### src/rtl/alu_cmd_issue_if.sv
// Opcode/struct definitions shared with alu_8bit, plus the command-in /
// result-out handshake bundle used by alu_cmd_issue.

package alu_pkg;

  typedef enum logic [1:0] {
    ADD_OP = 2'd0,
    SUB_OP = 2'd1,
    AND_OP = 2'd2,
    OR_OP  = 2'd3
  } op_t;

  typedef struct packed {
    logic [7:0] A;
    logic [7:0] B;
    logic       cin;
    op_t        operation;
  } ALU_IO;

endpackage

interface alu_cmd_issue_if #(
  parameter int TAG_W = 8
);

  logic              in_valid;
  logic              in_ready;
  logic [7:0]        in_a;
  logic [7:0]        in_b;
  logic              in_cin;
  alu_pkg::op_t      in_op;

  logic              out_valid;
  logic              out_ready;
  logic [7:0]        out_result;
  logic              out_carry;
  logic              out_zero;
  logic [TAG_W-1:0]  out_tag;

  // Master is the side that issues commands and consumes results.
  modport master (
    output in_valid, in_a, in_b, in_cin, in_op, out_ready,
    input  in_ready, out_valid, out_result, out_carry, out_zero, out_tag
  );

  modport slave (
    input  in_valid, in_a, in_b, in_cin, in_op, out_ready,
    output in_ready, out_valid, out_result, out_carry, out_zero, out_tag
  );

endinterface

### src/rtl/alu_cmd_issue.sv
// Command FIFO feeding a combinational alu_8bit; the ALU's answer for the
// head entry is captured into a registered, tagged, backpressured result slot.

module alu_cmd_issue #(
  parameter int DEPTH = 4,
  parameter int TAG_W = 8
) (
  input  logic                         clk,
  input  logic                         rst_n,
  alu_cmd_issue_if.slave               bus,
  output alu_pkg::ALU_IO               alu_io,
  input  logic [7:0]                   alu_result,
  input  logic                         alu_carry,
  output logic [$clog2(DEPTH+1)-1:0]   count
);

  localparam int PTR_W = $clog2(DEPTH);
  localparam int CNT_W = $clog2(DEPTH + 1);

  typedef struct packed {
    alu_pkg::ALU_IO   cmd;
    logic [TAG_W-1:0] tag;
  } entry_t;

  entry_t           mem_q [DEPTH];
  entry_t           mem_d [DEPTH];
  logic [PTR_W-1:0] wr_ptr_q, wr_ptr_d;
  logic [PTR_W-1:0] rd_ptr_q, rd_ptr_d;
  logic [CNT_W-1:0] count_q, count_d;
  logic [TAG_W-1:0] tag_q, tag_d;

  logic             out_valid_q, out_valid_d;
  logic [7:0]       out_result_q, out_result_d;
  logic             out_carry_q, out_carry_d;
  logic             out_zero_q, out_zero_d;
  logic [TAG_W-1:0] out_tag_q, out_tag_d;

  logic             not_empty;
  logic             push;
  logic             cap;
  entry_t           head;

  assign not_empty = (count_q != '0);
  assign head      = mem_q[rd_ptr_q];

  // in_ready depends on occupancy alone, so no combinational path from the
  // consumer side back to the producer.
  assign bus.in_ready = (count_q != CNT_W'(DEPTH));
  assign push         = bus.in_valid && bus.in_ready;
  assign cap          = not_empty && (!out_valid_q || bus.out_ready);

  assign alu_io = not_empty ? head.cmd : '0;

  always_comb begin
    mem_d        = mem_q;
    wr_ptr_d     = wr_ptr_q;
    rd_ptr_d     = rd_ptr_q;
    count_d      = count_q;
    tag_d        = tag_q;
    out_valid_d  = out_valid_q;
    out_result_d = out_result_q;
    out_carry_d  = out_carry_q;
    out_zero_d   = out_zero_q;
    out_tag_d    = out_tag_q;

    if (push) begin
      mem_d[wr_ptr_q].cmd.A         = bus.in_a;
      mem_d[wr_ptr_q].cmd.B         = bus.in_b;
      mem_d[wr_ptr_q].cmd.cin       = bus.in_cin;
      mem_d[wr_ptr_q].cmd.operation = bus.in_op;
      mem_d[wr_ptr_q].tag           = tag_q;
      wr_ptr_d = wr_ptr_q + PTR_W'(1);
      tag_d    = tag_q + TAG_W'(1);
    end

    // The ALU answers for the head entry in the same cycle it is driven.
    if (cap) begin
      out_valid_d  = 1'b1;
      out_result_d = alu_result;
      out_carry_d  = alu_carry;
      out_zero_d   = (alu_result == 8'd0);
      out_tag_d    = head.tag;
      rd_ptr_d     = rd_ptr_q + PTR_W'(1);
    end else if (out_valid_q && bus.out_ready) begin
      out_valid_d = 1'b0;
    end

    case ({push, cap})
      2'b10:   count_d = count_q + CNT_W'(1);
      2'b01:   count_d = count_q - CNT_W'(1);
      default: count_d = count_q;
    endcase
  end

  always_ff @(posedge clk or negedge rst_n) begin
    if (!rst_n) begin
      for (int i = 0; i < DEPTH; i++) begin
        mem_q[i] <= '0;
      end
      wr_ptr_q     <= '0;
      rd_ptr_q     <= '0;
      count_q      <= '0;
      tag_q        <= '0;
      out_valid_q  <= 1'b0;
      out_result_q <= 8'd0;
      out_carry_q  <= 1'b0;
      out_zero_q   <= 1'b0;
      out_tag_q    <= '0;
    end else begin
      mem_q        <= mem_d;
      wr_ptr_q     <= wr_ptr_d;
      rd_ptr_q     <= rd_ptr_d;
      count_q      <= count_d;
      tag_q        <= tag_d;
      out_valid_q  <= out_valid_d;
      out_result_q <= out_result_d;
      out_carry_q  <= out_carry_d;
      out_zero_q   <= out_zero_d;
      out_tag_q    <= out_tag_d;
    end
  end

  assign count          = count_q;
  assign bus.out_valid  = out_valid_q;
  assign bus.out_result = out_result_q;
  assign bus.out_carry  = out_carry_q;
  assign bus.out_zero   = out_zero_q;
  assign bus.out_tag    = out_tag_q;

  a_count_bound : assert property (@(posedge clk) disable iff (!rst_n)
    count_q <= CNT_W'(DEPTH));

  a_stall_holds : assert property (@(posedge clk) disable iff (!rst_n)
    (out_valid_q && !bus.out_ready) |=> (out_valid_q && $stable(out_tag_q)));

endmodule

### src/flat_wrapper.sv
// flat-port wrapper written by rule: the top's interface ports become plain ports
module alu_cmd_issue_flat 
#(
  parameter int DEPTH = 4,
  parameter int TAG_W = 8
)
  (clk, rst_n, alu_io, alu_result, alu_carry, count, bus_in_valid, bus_in_a, bus_in_b, bus_in_cin, bus_in_op, bus_out_ready, bus_in_ready, bus_out_valid, bus_out_result, bus_out_carry, bus_out_zero, bus_out_tag);
  alu_cmd_issue_if #(.TAG_W(TAG_W)) bus_i ();
  input  logic clk;
  input  logic rst_n;
  output alu_pkg::ALU_IO alu_io;
  input  logic [7:0] alu_result;
  input  logic alu_carry;
  output logic [$clog2(DEPTH+1)-1:0] count;
  input wire logic [$bits(bus_i.in_valid)-1:0] bus_in_valid;
  input wire logic [$bits(bus_i.in_a)-1:0] bus_in_a;
  input wire logic [$bits(bus_i.in_b)-1:0] bus_in_b;
  input wire logic [$bits(bus_i.in_cin)-1:0] bus_in_cin;
  input wire logic [$bits(bus_i.in_op)-1:0] bus_in_op;
  input wire logic [$bits(bus_i.out_ready)-1:0] bus_out_ready;
  output wire logic [$bits(bus_i.in_ready)-1:0] bus_in_ready;
  output wire logic [$bits(bus_i.out_valid)-1:0] bus_out_valid;
  output wire logic [$bits(bus_i.out_result)-1:0] bus_out_result;
  output wire logic [$bits(bus_i.out_carry)-1:0] bus_out_carry;
  output wire logic [$bits(bus_i.out_zero)-1:0] bus_out_zero;
  output wire logic [$bits(bus_i.out_tag)-1:0] bus_out_tag;
  assign bus_i.in_valid = bus_in_valid;
  assign bus_i.in_a = bus_in_a;
  assign bus_i.in_b = bus_in_b;
  assign bus_i.in_cin = bus_in_cin;
  assign bus_i.in_op = bus_in_op;
  assign bus_i.out_ready = bus_out_ready;
  assign bus_in_ready = bus_i.in_ready;
  assign bus_out_valid = bus_i.out_valid;
  assign bus_out_result = bus_i.out_result;
  assign bus_out_carry = bus_i.out_carry;
  assign bus_out_zero = bus_i.out_zero;
  assign bus_out_tag = bus_i.out_tag;
  alu_cmd_issue #(.DEPTH(DEPTH), .TAG_W(TAG_W)) u_core (.clk(clk), .rst_n(rst_n), .bus(bus_i), .alu_io(alu_io), .alu_result(alu_result), .alu_carry(alu_carry), .count(count));
endmodule
### config.mk
export PLATFORM = sky130hd
export DESIGN_NAME = alu_cmd_issue_flat
export DESIGN_NICKNAME = d
export VERILOG_FILES = /design/src/rtl/alu_cmd_issue_if.sv /design/src/rtl/alu_cmd_issue.sv /design/src/flat_wrapper.sv
export SDC_FILE = /design/constraint.sdc
export NUM_CORES = 1
export LEC_CHECK = 0
export ABC_AREA = 1
export BUFFER_PORTS_ARGS = -buffer_cell sky130_fd_sc_hd__buf_2
export CAP_MARGIN = 15
export CORE_AREA = 2 2 122 148
export CTS_CLUSTER_DIAMETER = 150
export DETAILED_ROUTE_END_ITERATION = 8
export DIE_AREA = 0 0 124 150
export HOLD_SLACK_MARGIN = 0.05
export PLACE_DENSITY = 0.66
export SLEW_MARGIN = 10
export SYNTH_ARGS = -nofsm -noshare
export SYNTH_HDL_FRONTEND = slang
export SYNTH_SLANG_ARGS = --single-unit
export TNS_END_PERCENT = 1
### constraint.sdc
create_clock -name clk -period 2.3 [get_ports clk]
set_clock_uncertainty 0.1 [all_clocks]
set_input_delay 0.575 -clock clk [delete_from_list [all_inputs] [get_ports clk]]
set_output_delay 0.575 -clock clk [all_outputs]
set_load 0.01 [all_outputs]
==> impl_metrics.toml <==
[outcome]
status = "finished, violations left"
violations = "negative setup slack"

[final_layout]
fin_util_pct = 48.08
fin_nets = 1000
drive_gt1_share_pct = 19.20
syn_to_final_growth_pct = 25.43
nFillCells = 1719
n_antenna_cell = 0
stdcell_count = 1194

[cts]
root_buffer = "clkbuf_16"
cts_tree = "built"
clock_latency_ps = 430
h-tree-depth = 4
cts_max_path_buffers = 2
clk_pin_slew_ps = 60
clock-sinks = 142
cts_buffers = 17

[place]
place_hpwl_um = 10610
place_congestion = 0.7567
dpl.cell_count = 1144
post-place-ws_ps = 104.4
io_buffers = 73

[timing]
worstMarginPinSlew_ps = 504.5
slew_violations = 0
max_freq_ghz = 0.4195
setup_ws_ps = -83.87
setup_viol = 15
period_share_pct = 103.6
rsz0062_at_grt = "true"
hold_violations = 0
relSlewSlack_pct = 66.37
final.min_clock_period_ps = 2384

[pwr]
p_int_mw = 7.509
combPwrFrac_pct = 43.0
p_sw_mw = 4.898
p_sw_share_pct = 39.48
p_leak_nw = 4.513
ir_worst_vdd_v = 0.0009127
p_seq_share_pct = 33.3
pwr-share-clk_pct = 23.7
p_per_area_nw_per_um2 = 1497

[synthesis]
syn_inst = 863
async_flop_share_pct = 100.0
synth_ff_type = "dfrtp_1"
synth.avg_cell_area_um2 = 7.658
ys_seq_area_share_pct = 53.77
yosys_warnings = 0
yosysTopAreaCellShare_pct = 53.77
synth_edf_count = 0
yosys-top-cells-count = "nand2_1, dfrtp_1, nor2_1"
synth_seq_cells = 142
yosysMostFrequentCell = "nand2_1"
netlist_top_cells_area = "dfrtp_1, nand2_1, nor2_1, o21ai_0, a21oi_1"
yosysTopAreaCell = "dfrtp_1"
syn-num-nets = 902
synth.distinct_cells = 24
synth.cell_area_um2 = 6609

[die]
dieArea_um2 = 18600
fp.dieH_um = 150
num_rows = 53
die_w_um = 124
core_um2 = 17240
initial_core_util_pct = 38.33
pin_count = 74

[flow_run]
maxCapViolations = 0

[routing]
firstDrtPassIters = 5
vias = 5741
drc = 0
detail-route-antenna-nets = 0
routed_wl_um = 17680
via_per_inst = 4.808
wire_per_inst_um = 14.81
drt-initial-drc-count = 535

[grt]
grt_pass1_vias = 5503
grt_pass1_wl_um = 27980
grtUsageTotal_pct = 19.71
grt_max_degree = 50
overflow = 0
antenna_found_initial = 0

[critical_path]
critical_path_required_ps = 1620
start_kind = "register"
endpoint_kind = "primary output"
worstSetupPathType = "reg2out"
critPathArrivalTime_ps = 1710
path_max_fanout = 10

[min_path]
worstHoldPathType = "in2reg"
[metrics by stage]
| stage | cell area [um^2] | setup TNS (ps) | power, mW | hold WS [ps] |
|---|---|---|---|---|
| finish | 8289 | -374.4 | 12.41 | 245.7 |
| detailed placement | 7316 | 0 | 8.723 | 353.2 |
| floorplan | 6611 | 0 | 7.008 | 179.4 |
| CTS | 8063 | -946.7 | 11.95 | 234.1 |
| global route | 8289 | -1738 | 13.30 | 255.1 |
| global placement | 7316 | 0 | 8.613 | 348.3 |
[final timing paths]
kind / cells past startpoint / slack (ps) / startpoint / end
setup / recovery: 7 / -80 / u_core.rd_ptr_q[0] / alu_io[2]
hold / removal: 3 / 250 / alu_carry / u_core.bus.out_carry
setup reg to reg: 9 / 270 / u_core.count[1] / u_core.count[2]
hold reg to reg: 2 / 370 / u_core.mem_q[9] / u_core.mem_q[9]
max in group asynchronous: 3 / 900 / rst_n / u_core.mem_q[94]
min in group asynchronous: 2 / 560 / rst_n / u_core.mem_q[23]
[placed cells by master, fill, tap and decap left out, types with 16 or more instances in the layout]
cell,instances
inv_1,21
o21ai_1,27
dfrtp_1,141
clkbuf_16,19
a21oi_1,16
buf_4,25
o21ai_0,17
nor2_1,73
nand2_1,468
buf_2,72
[registers in the layout, indices dropped and copies added (netlist names)]
signal	count
u_core.rd_ptr_q	2
u_core.tag_q	8
u_core.bus.out_zero	1
u_core.count	3
u_core.bus.out_tag	8
u_core.bus.out_carry	1
u_core.bus.out_valid	1
u_core.bus.out_result	8
u_core.mem_q	108
u_core.wr_ptr_q	2
[per-layer routing]
metal / track usage [%] / vias to the layer above / share of wire, %
met1: 25.63 / 2727 / 45
met2: 32.86 / 151 / 49
li1: - / 2838 / -
met5: 0 / - / 0
met3: 3.659 / 25 / 4.7
met4: 6.854 / 0 / 1.6
[logic make-up after synthesis]
logic type               share of synthesized area, %
adder cells (fa/ha/maj)                         1.439
AND/OR/NAND/NOR                                 33.49
flip-flops                                      53.77
XOR/XNOR                                        1.060
buffers and inverters                           4.922
AO/OA/AOI/OAI                                   5.320
[timing repair]
| item | CTS | global route |
|---|---|---|
| buffers inserted | 3 | 10 |
| endpoints found under the hold margin | 45 | 0 |
| endpoints found under the setup margin | 19 | 19 |
| pin swaps | 1 | 9 |
| cloned | 1 | 4 |
| hold buffers | 1 | 0 |
| resized for setup | 28 | 52 |
[power by group through the flow]
stage / sequential (mW) / combinational [mW] / clock [mW]
floorplan: 4.00 / 3.01 / 0
global placement: 4.07 / 4.55 / 0
detailed placement: 4.10 / 4.62 / 0
CTS: 4.10 / 4.88 / 2.98
global route: 4.25 / 5.98 / 3.08
finish: 4.13 / 5.34 / 2.94
[critical path, stage by stage (launching register included)]
cell and delay, ps:
dfrtp_2 450, buf_6 130, buf_12 130, nor2_2 40
nor2_1 80, o21ai_1 110, a21oi_2 190, buf_2 160
[cell type report]
| type | instances | area (um^2) | share of cell area, % |
|---|---|---|---|
| flip-flops and latches | 142 | 3555 | 42.88 |
| clock buffers | 18 | 439.2 | 5.298 |
| inverters | 24 | 110.1 | 1.328 |
| repair buffers | 121 | 929.6 | 11.22 |
| well taps | 220 | 275.3 | 3.321 |
| multi-input cells | 654 | 2783 | 33.57 |
| clock inverters | 14 | 188.9 | 2.279 |
| repair inverters | 1 | 8.758 | 0.1057 |
Note: power is estimated with default switching activity, not from simulation.
